File: src/rtl/key_event_unit_if.sv
// CPU-side view of the key event unit: key levels, event request/acknowledge
// handshake, interrupt enable and the sticky overrun flag.
interface key_event_if;
  logic [7:0] keys;
  logic       ie;
  logic       irq;
  logic       irq_ack;
  logic [2:0] irq_key;
  logic       overrun;
  logic       ovr_clr;

  modport master (
    output ie, irq_ack, ovr_clr,
    input  keys, irq, irq_key, overrun
  );

  modport slave (
    input  ie, irq_ack, ovr_clr,
    output keys, irq, irq_key, overrun
  );
endinterface

File: src/rtl/key_event_unit.sv
// Front-panel key input stage: synchronizes and debounces six buttons, turns
// presses and auto-repeats into queued per-key events presented as an irq.
module key_event_unit #(
  parameter int         DB_TICKS  = 4,
  parameter int         REP_DELAY = 32,
  parameter int         REP_RATE  = 8,
  parameter logic [7:0] REP_MASK  = 8'b1001_0000
) (
  input  logic         clk,
  input  logic         rst,
  input  logic         tick,
  input  logic [3:0]   btn,
  input  logic         Abtn,
  input  logic         Bbtn,
  key_event_if.slave   cpu
);

  localparam logic [3:0] DB_LAST   = 4'(DB_TICKS - 1);
  localparam logic [7:0] DELAY_LD  = 8'(REP_DELAY);
  localparam logic [7:0] RATE_LD   = 8'(REP_RATE);
  localparam logic [7:2] MASK_BITS = REP_MASK[7:2];

  function automatic logic [2:0] top_index(input logic [7:2] v);
    top_index = 3'd0;
    for (int k = 2; k <= 7; k++)
      if (v[k]) top_index = 3'(k);
  endfunction

  function automatic logic [7:2] key_bit(input logic [2:0] idx);
    key_bit = '0;
    for (int k = 2; k <= 7; k++)
      if (idx == 3'(k)) key_bit[k] = 1'b1;
  endfunction

  logic [5:0] raw;
  logic [5:0] sync1;
  logic [5:0] sync2;
  logic [7:2] sample;

  logic [7:2] stable;
  logic [3:0] cnt [7:2];
  logic [7:2] accept;
  logic [7:2] press;
  logic [7:2] rel;

  logic       rep_act;
  logic [2:0] rep_key;
  logic [7:0] rep_cnt;
  logic [7:2] mask_press;
  logic       rep_fire;
  logic [7:2] rep_evt;

  logic [7:2] pending;
  logic [7:2] evt;
  logic [7:2] ack;
  logic [7:2] kept;
  logic [7:2] lost;
  logic       irq_int;
  logic [2:0] irq_key_int;

  assign raw = {btn, Abtn, Bbtn};

  // Raw buttons are active-low; the synchronizers idle at the released level.
  always_ff @(posedge clk) begin
    if (rst) begin
      sync1 <= '1;
      sync2 <= '1;
    end else begin
      sync1 <= raw;
      sync2 <= sync1;
    end
  end

  assign sample = ~sync2;

  always_comb begin
    accept = '0;
    for (int k = 2; k <= 7; k++)
      accept[k] = tick && (sample[k] != stable[k]) && (cnt[k] == DB_LAST);
  end

  assign press = accept & sample;
  assign rel   = accept & ~sample;

  always_ff @(posedge clk) begin
    if (rst) begin
      stable <= '0;
      for (int k = 2; k <= 7; k++)
        cnt[k] <= 4'd0;
    end else if (tick) begin
      for (int k = 2; k <= 7; k++) begin
        if (sample[k] == stable[k]) begin
          cnt[k] <= 4'd0;
        end else if (accept[k]) begin
          stable[k] <= sample[k];
          cnt[k]    <= 4'd0;
        end else begin
          cnt[k] <= cnt[k] + 4'd1;
        end
      end
    end
  end

  // A fresh press on a repeat-capable key preempts the running repeat, so the
  // old key must not also fire on that tick.
  assign mask_press = press & MASK_BITS;
  assign rep_fire   = tick && rep_act && !(|mask_press)
                      && !(|(rel & key_bit(rep_key))) && (rep_cnt == 8'd1);
  assign rep_evt    = rep_fire ? key_bit(rep_key) : '0;

  always_ff @(posedge clk) begin
    if (rst) begin
      rep_act <= 1'b0;
      rep_key <= 3'd0;
      rep_cnt <= 8'd0;
    end else if (tick) begin
      if (|mask_press) begin
        rep_act <= 1'b1;
        rep_key <= top_index(mask_press);
        rep_cnt <= DELAY_LD;
      end else if (rep_act) begin
        if (|(rel & key_bit(rep_key)))
          rep_act <= 1'b0;
        else if (rep_cnt == 8'd1)
          rep_cnt <= RATE_LD;
        else
          rep_cnt <= rep_cnt - 8'd1;
      end
    end
  end

  assign evt         = press | rep_evt;
  assign irq_int     = cpu.ie && (|pending);
  assign irq_key_int = top_index(pending);
  assign ack         = (cpu.irq_ack && irq_int) ? key_bit(irq_key_int) : '0;
  assign kept        = pending & ~ack;
  assign lost        = evt & kept;

  // An acknowledge frees its slot before new events land, so an event on the
  // key being acknowledged re-arms it instead of counting as lost.
  always_ff @(posedge clk) begin
    if (rst) begin
      pending     <= '0;
      cpu.overrun <= 1'b0;
    end else begin
      pending <= kept | evt;
      if (|lost)
        cpu.overrun <= 1'b1;
      else if (cpu.ovr_clr)
        cpu.overrun <= 1'b0;
    end
  end

  assign cpu.keys    = {stable, 2'b00};
  assign cpu.irq     = irq_int;
  assign cpu.irq_key = irq_key_int;

endmodule

File: src/flat_wrapper.sv
// flat-port wrapper written by rule: the top's interface ports become plain ports
module key_event_unit_flat 
#(
  parameter int         DB_TICKS  = 4,
  parameter int         REP_DELAY = 32,
  parameter int         REP_RATE  = 8,
  parameter logic [7:0] REP_MASK  = 8'b1001_0000
)
  (clk, rst, tick, btn, Abtn, Bbtn, cpu_ie, cpu_irq_ack, cpu_ovr_clr, cpu_keys, cpu_irq, cpu_irq_key, cpu_overrun);
  key_event_if cpu_i ();
  input  logic clk;
  input  logic rst;
  input  logic tick;
  input  logic [3:0] btn;
  input  logic Abtn;
  input  logic Bbtn;
  input wire logic [$bits(cpu_i.ie)-1:0] cpu_ie;
  input wire logic [$bits(cpu_i.irq_ack)-1:0] cpu_irq_ack;
  input wire logic [$bits(cpu_i.ovr_clr)-1:0] cpu_ovr_clr;
  output wire logic [$bits(cpu_i.keys)-1:0] cpu_keys;
  output wire logic [$bits(cpu_i.irq)-1:0] cpu_irq;
  output wire logic [$bits(cpu_i.irq_key)-1:0] cpu_irq_key;
  output wire logic [$bits(cpu_i.overrun)-1:0] cpu_overrun;
  assign cpu_i.ie = cpu_ie;
  assign cpu_i.irq_ack = cpu_irq_ack;
  assign cpu_i.ovr_clr = cpu_ovr_clr;
  assign cpu_keys = cpu_i.keys;
  assign cpu_irq = cpu_i.irq;
  assign cpu_irq_key = cpu_i.irq_key;
  assign cpu_overrun = cpu_i.overrun;
  key_event_unit #(.DB_TICKS(DB_TICKS), .REP_DELAY(REP_DELAY), .REP_RATE(REP_RATE), .REP_MASK(REP_MASK)) u_core (.clk(clk), .rst(rst), .tick(tick), .btn(btn), .Abtn(Abtn), .Bbtn(Bbtn), .cpu(cpu_i));
endmodule
File: config.mk
export PLATFORM = sky130hd
export DESIGN_NAME = key_event_unit_flat
export DESIGN_NICKNAME = d
export VERILOG_FILES = /design/src/rtl/key_event_unit_if.sv /design/src/rtl/key_event_unit.sv /design/src/flat_wrapper.sv
export SDC_FILE = /design/constraint.sdc
export NUM_CORES = 1
export LEC_CHECK = 0
export CORE_ASPECT_RATIO = 2
export CORE_UTILIZATION = 40
export DETAILED_ROUTE_END_ITERATION = 8
export SYNTH_ARGS = -nofsm -noshare
export SYNTH_HDL_FRONTEND = slang
export SYNTH_SLANG_ARGS = --single-unit
File: constraint.sdc
create_clock -name clk -period 2.8 [get_ports clk]
set_clock_uncertainty 0.2 [all_clocks]
set_input_delay 0.84 -clock clk [delete_from_list [all_inputs] [get_ports clk]]
set_output_delay 0.84 -clock clk [all_outputs]
set_load 0.02 [all_outputs]
==> After elaboration in Yosys (flattened, before gate mapping) <==
Memories as Yosys holds them, arrays and structs flattened.
Cells that the tools add are included.
{ "totals": {"register_bits": 37, "mem_bits_rw": 24, "in_bits": 12, "out_inout_bits": 13, "elab_cells": 282, "mem_count": 1} }
{ "op_classes": {"n_addsub": 7, "n_eq_ne": 32, "n_mux": 159, "n_bitwise": 35, "reduce_logical": 35} }
{ "mem_list": {"columns": ["memory", "depth", "width", "rd", "rd_ports_with_merged_regs", "wr", "line_no", "source"], "rows": [
  ["u_core.cnt", 6, 4, 6, 0, 6, "key_event_unit.sv:41", "logic [3:0] cnt [7:2];"]
]} }
{ "ops": {"columns": ["cell", "count"], "rows": [
  ["$mux W1", 127],
  ["$mux W4", 18],
  ["$and A6 B6 Y6", 6],
  ["$mux W8", 4],
  ["$add A4 B1 Y4 const B", 6],
  ["$eq A3 B3 Y1 const B", 8],
  ["$eq A4 B2 Y1 const B", 6],
  ["$reduce_or A6 Y1", 4],
  ["$reduce_and A3 Y1", 7],
  ["$logic_and A1 B1 Y1", 18],
  ["$mux W3", 6],
  ["$not A6 Y6", 3],
  ["$or A1 B1 Y1", 18],
  ["$eq A3 B2 Y1 const B", 4],
  ["$mux W6", 2],
  ["$or A6 B6 Y6", 2],
  ["$eq A8 B1 Y1 const B", 1],
  ["$sub A8 B1 Y8 const B", 1],
  ["$eq A1 B1 Y1", 6],
  ["$ne A1 B1 Y1", 6],
  ["$not A1 Y1", 6],
  ["$mux W2", 2],
  ["$reduce_bool A2 Y1", 2],
  ["$logic_not A1 Y1", 2],
  ["3 further kinds", 3]
]} }

==> Depth between registers and ports, before layout <==
{ "depth": {"ltp_word": 15, "depth_mapped": 8} }

==> Least setup slack after synthesis <==
Ideal clock, no wire load.
{ "synth_path": {"path_kind": "input port to flip-flop", "start": "input rst", "end": "register, netlist name u_core.cnt[0][10]", "arrival_time_ps": 1771, "path_slack_ps": 471, "stages": 3, "path_cell_list": "clkbuf_1 -> clkbuf_1 -> or2_2"} }
{ "synth_rtl": {"columns": ["element", "line_no", "source"], "rows": [
  ["from (decl)", "flat_wrapper.sv:12", "input logic rst;"]
]} }

==> Final worst setup path <==
{ "layout_path": {"start": "input cpu_ie", "end": "output cpu_irq"} }
{ "layout_via": {"elab_chain_cells": 1} }
{ "layout_rtl": {"columns": ["element", "line_no", "source"], "rows": [
  ["from (decl)", "flat_wrapper.sv:17", "input wire logic [$bits(cpu_i.ie)-1:0] cpu_ie;"],
  ["$logic_and A1 B1 Y1", "key_event_unit.sv:133", "assign irq_int = cpu.ie && (|pending);"],
  ["to (decl)", "flat_wrapper.sv:21", "output wire logic [$bits(cpu_i.irq)-1:0] cpu_irq;"]
]} }
No other way between the ends.

==> results.yml <==
placed_design:
  io_buffers: 22
  placedInstanceArea_um2: 3200
  dp.cells: 398
  dpl.hpwl_um: 4020
  place_congestion: 0.731
  place_ws_ns: -0.297
clock_network:
  cts_hold_buf: 0
  clock_latency_ns: 0.33
  clk_path_buf_depth: 2
  ctsResizeCount: 3
  cts_tree: "done"
  post_cts_buffers: 0
  clk_pin_slew_ns: 0.05
  cts_sinks: 60
  cts_root_buf: "clkbuf_16"
  htreeDepth: 3
  cts-buffers-inserted: 9
route:
  drt_iter0_markers: 81
  drc: 0
  viasPerCell: 4.97
  dr.pass1.iters: 4
  drtAntennaViolNets: 0
  avgRoutedWirePerCell_um: 13.1
  vias: 2058
  totalWireLength_um: 5420
die:
  core_area_um2: 6670
  rows: 42
  die_y_um: 120
  io-pin-count: 25
  start_util: 0.420
  die_w_um: 61.2
  die_area_um2: 7360
critical_path:
  rr_startpoint: "u_core.cnt[0][16]"
  r2r_cells: 7
  required_ns: 1.76
  rrSetupSlack_ns: 0.56
  path_max_fanout: 2
  cp-start-kind: "input pin"
  worstSetupPathType: "input pin to primary output"
  r2r_end: "u_core.cpu.overrun"
  arrival_ns: 1.70
  end_kind: "primary output"
cells_and_area:
  fin_util: 0.527
  layout_common_cells: "54 x nor2_1, 36 x dfxtp_1, 24 x edfxtp_1, 20 x clkdlybuf4s50_1"
  fin_cells: 414
  final_common_cell: "nor2_1"
  nets: 341
  nFillCells: 617
  finish.instance_area_um2: 3510
  area_growth_pct: 25.5
  drive_gt1_frac: 0.172
  diodes: 0
timing:
  period_needed_ns: 2.74
  clock.fmax_mhz: 365
  hold_viol: 0
  maxSlewViolCount: 0
  setup_viol: 0
  worstMarginPinSlew_ns: 0.570
  relSlewSlack: 0.620
  fin_crit_sh: 0.980
  fin_ws_ns: 0.0568
  rsz0062_at_grt: "no"
power_and_ir_drop:
  p_total_mw: 2.19
  vdd_ir_drop_max_mv: 0.434
  leakagePower_nw: 1.34
  powerDensity_nw_per_um2: 622
global_route:
  antenna_found_initial: 0
  grt_usage: 0.173
  grt_pass1_wl_um: 9260
  grt_pass1_vias: 2093
  grt_start_max_net_pins: 32
  overflow: 0
worst_hold_path:
  min_path_cells: 1
  hold_end: "u_core.sync2[5]"
  hold_start: "u_core.sync1[5]"
  min_path_type: "flop to flop"
yosys:
  synth_ff_type: "dfxtp_1"
  synth.distinct_cells: 53
  synth_seq_cells: 60
  synth.cell_area_um2: 2800
  synth-seq-area-share: 0.515
  synth_edf_count: 24
  avgSynthCellArea_um2: 10.0
  ys_warn_count: 0
  async_reset_ff_frac: 0
  syn-instance-count: 280
run:
  drv_cap: 0
status:
  outcome: "finished clean"
per-stage QoR:
| step | hold slack, ns | TNS (ns) |
|---|---|---|
| floorplan | 0.189 | 0 |
| global placement | 0.191 | -0.314 |
| detailed placement | 0.192 | -0.534 |
| CTS | 0.205 | 0 |
| global route | 0.223 | 0 |
| finish | 0.204 | 0 |
per-layer routing:
metal  share of wire  wire length, um  track usage  vias to the layer above
li1                -                -            -                     1064
met1            0.39             2120        0.176                      966
met2            0.57             3060        0.302                       20
met3           0.021              114       0.0481                        8
met4           0.022              119       0.0938                        0
met5               0                0            0                        -
kinds of logic after synthesis:
| family | synth area share |
|---|---|
| buffers and inverters | 0.0308 |
| AND/OR/NAND/NOR | 0.239 |
| other | 0.00134 |
| flip-flops | 0.515 |
| AO/OA/AOI/OAI | 0.110 |
| XOR/XNOR | 0.0688 |
| adder cells (fa/ha/maj) | 0.0357 |
registers in the layout, indices dropped and copies added (netlist names):
register            flops
u_core.sync2            6
u_core.stable           6
u_core.pending          6
u_core.cnt             24
u_core.rep_act          1
u_core.cpu.overrun      1
u_core.rep_key          2
u_core.sync1            6
u_core.rep_cnt          8
synthesized netlist by cell type, types with 3 or more instances:
cell type	count	area [um2]
and3_1	4	25.0
or2_2	13	81.3
edfxtp_1	24	721
nor2_1	54	203
nand3_1	14	70.1
a211oi_1	5	37.5
o21ai_1	6	30.0
clkbuf_1	5	18.8
xnor2_1	11	96.3
a21oi_1	10	50.1
nor3b_1	3	22.5
or2_1	3	18.8
o211ai_1	3	22.5
dfxtp_1	36	721
ha_1	8	100
nand2_1	15	56.3
xor2_1	11	96.3
inv_1	11	41.3
worst max-delay path: stages:
cell             delay, ns
clkdlybuf4s50_1       0.48
o31a_1                0.13
clkdlybuf4s15_2       0.25
worst max path at each step:
stage                       from  depth (start not counted)  slack (ns)                 to
2_1_floorplan                rst                          3        0.47  u_core.cnt[0][10]
3_3_place_gp              cpu_ie                          3       -0.28            cpu_irq
3_5_place_dp              cpu_ie                          3       -0.30            cpu_irq
4_1_cts        u_core.pending[5]                          2       0.003     cpu_irq_key[2]
5_1_grt        u_core.pending[3]                          3     0.00003     cpu_irq_key[1]
6_report                  cpu_ie                          3        0.06            cpu_irq
power by group:
group | switching [mW] | internal, mW | total (mW)
Clock | 0.360 | 0.769 | 1.13
Sequential | 0.0208 | 0.938 | 0.958
Combinational | 0.0510 | 0.0491 | 0.100
Total | 0.432 | 1.76 | 2.19
cell type report:
cell class              instances  area, um2  area share
clock buffers                  10        229      0.0651
clock inverters                 6       78.8      0.0224
inverters                      11       41.3      0.0117
multi-input cells             202       1280       0.363
flip-flops and latches         60       1440       0.410
well taps                      88        110      0.0313
repair buffers                 37        337      0.0958
No activity file was read; power rests on OpenSTA's default activity.
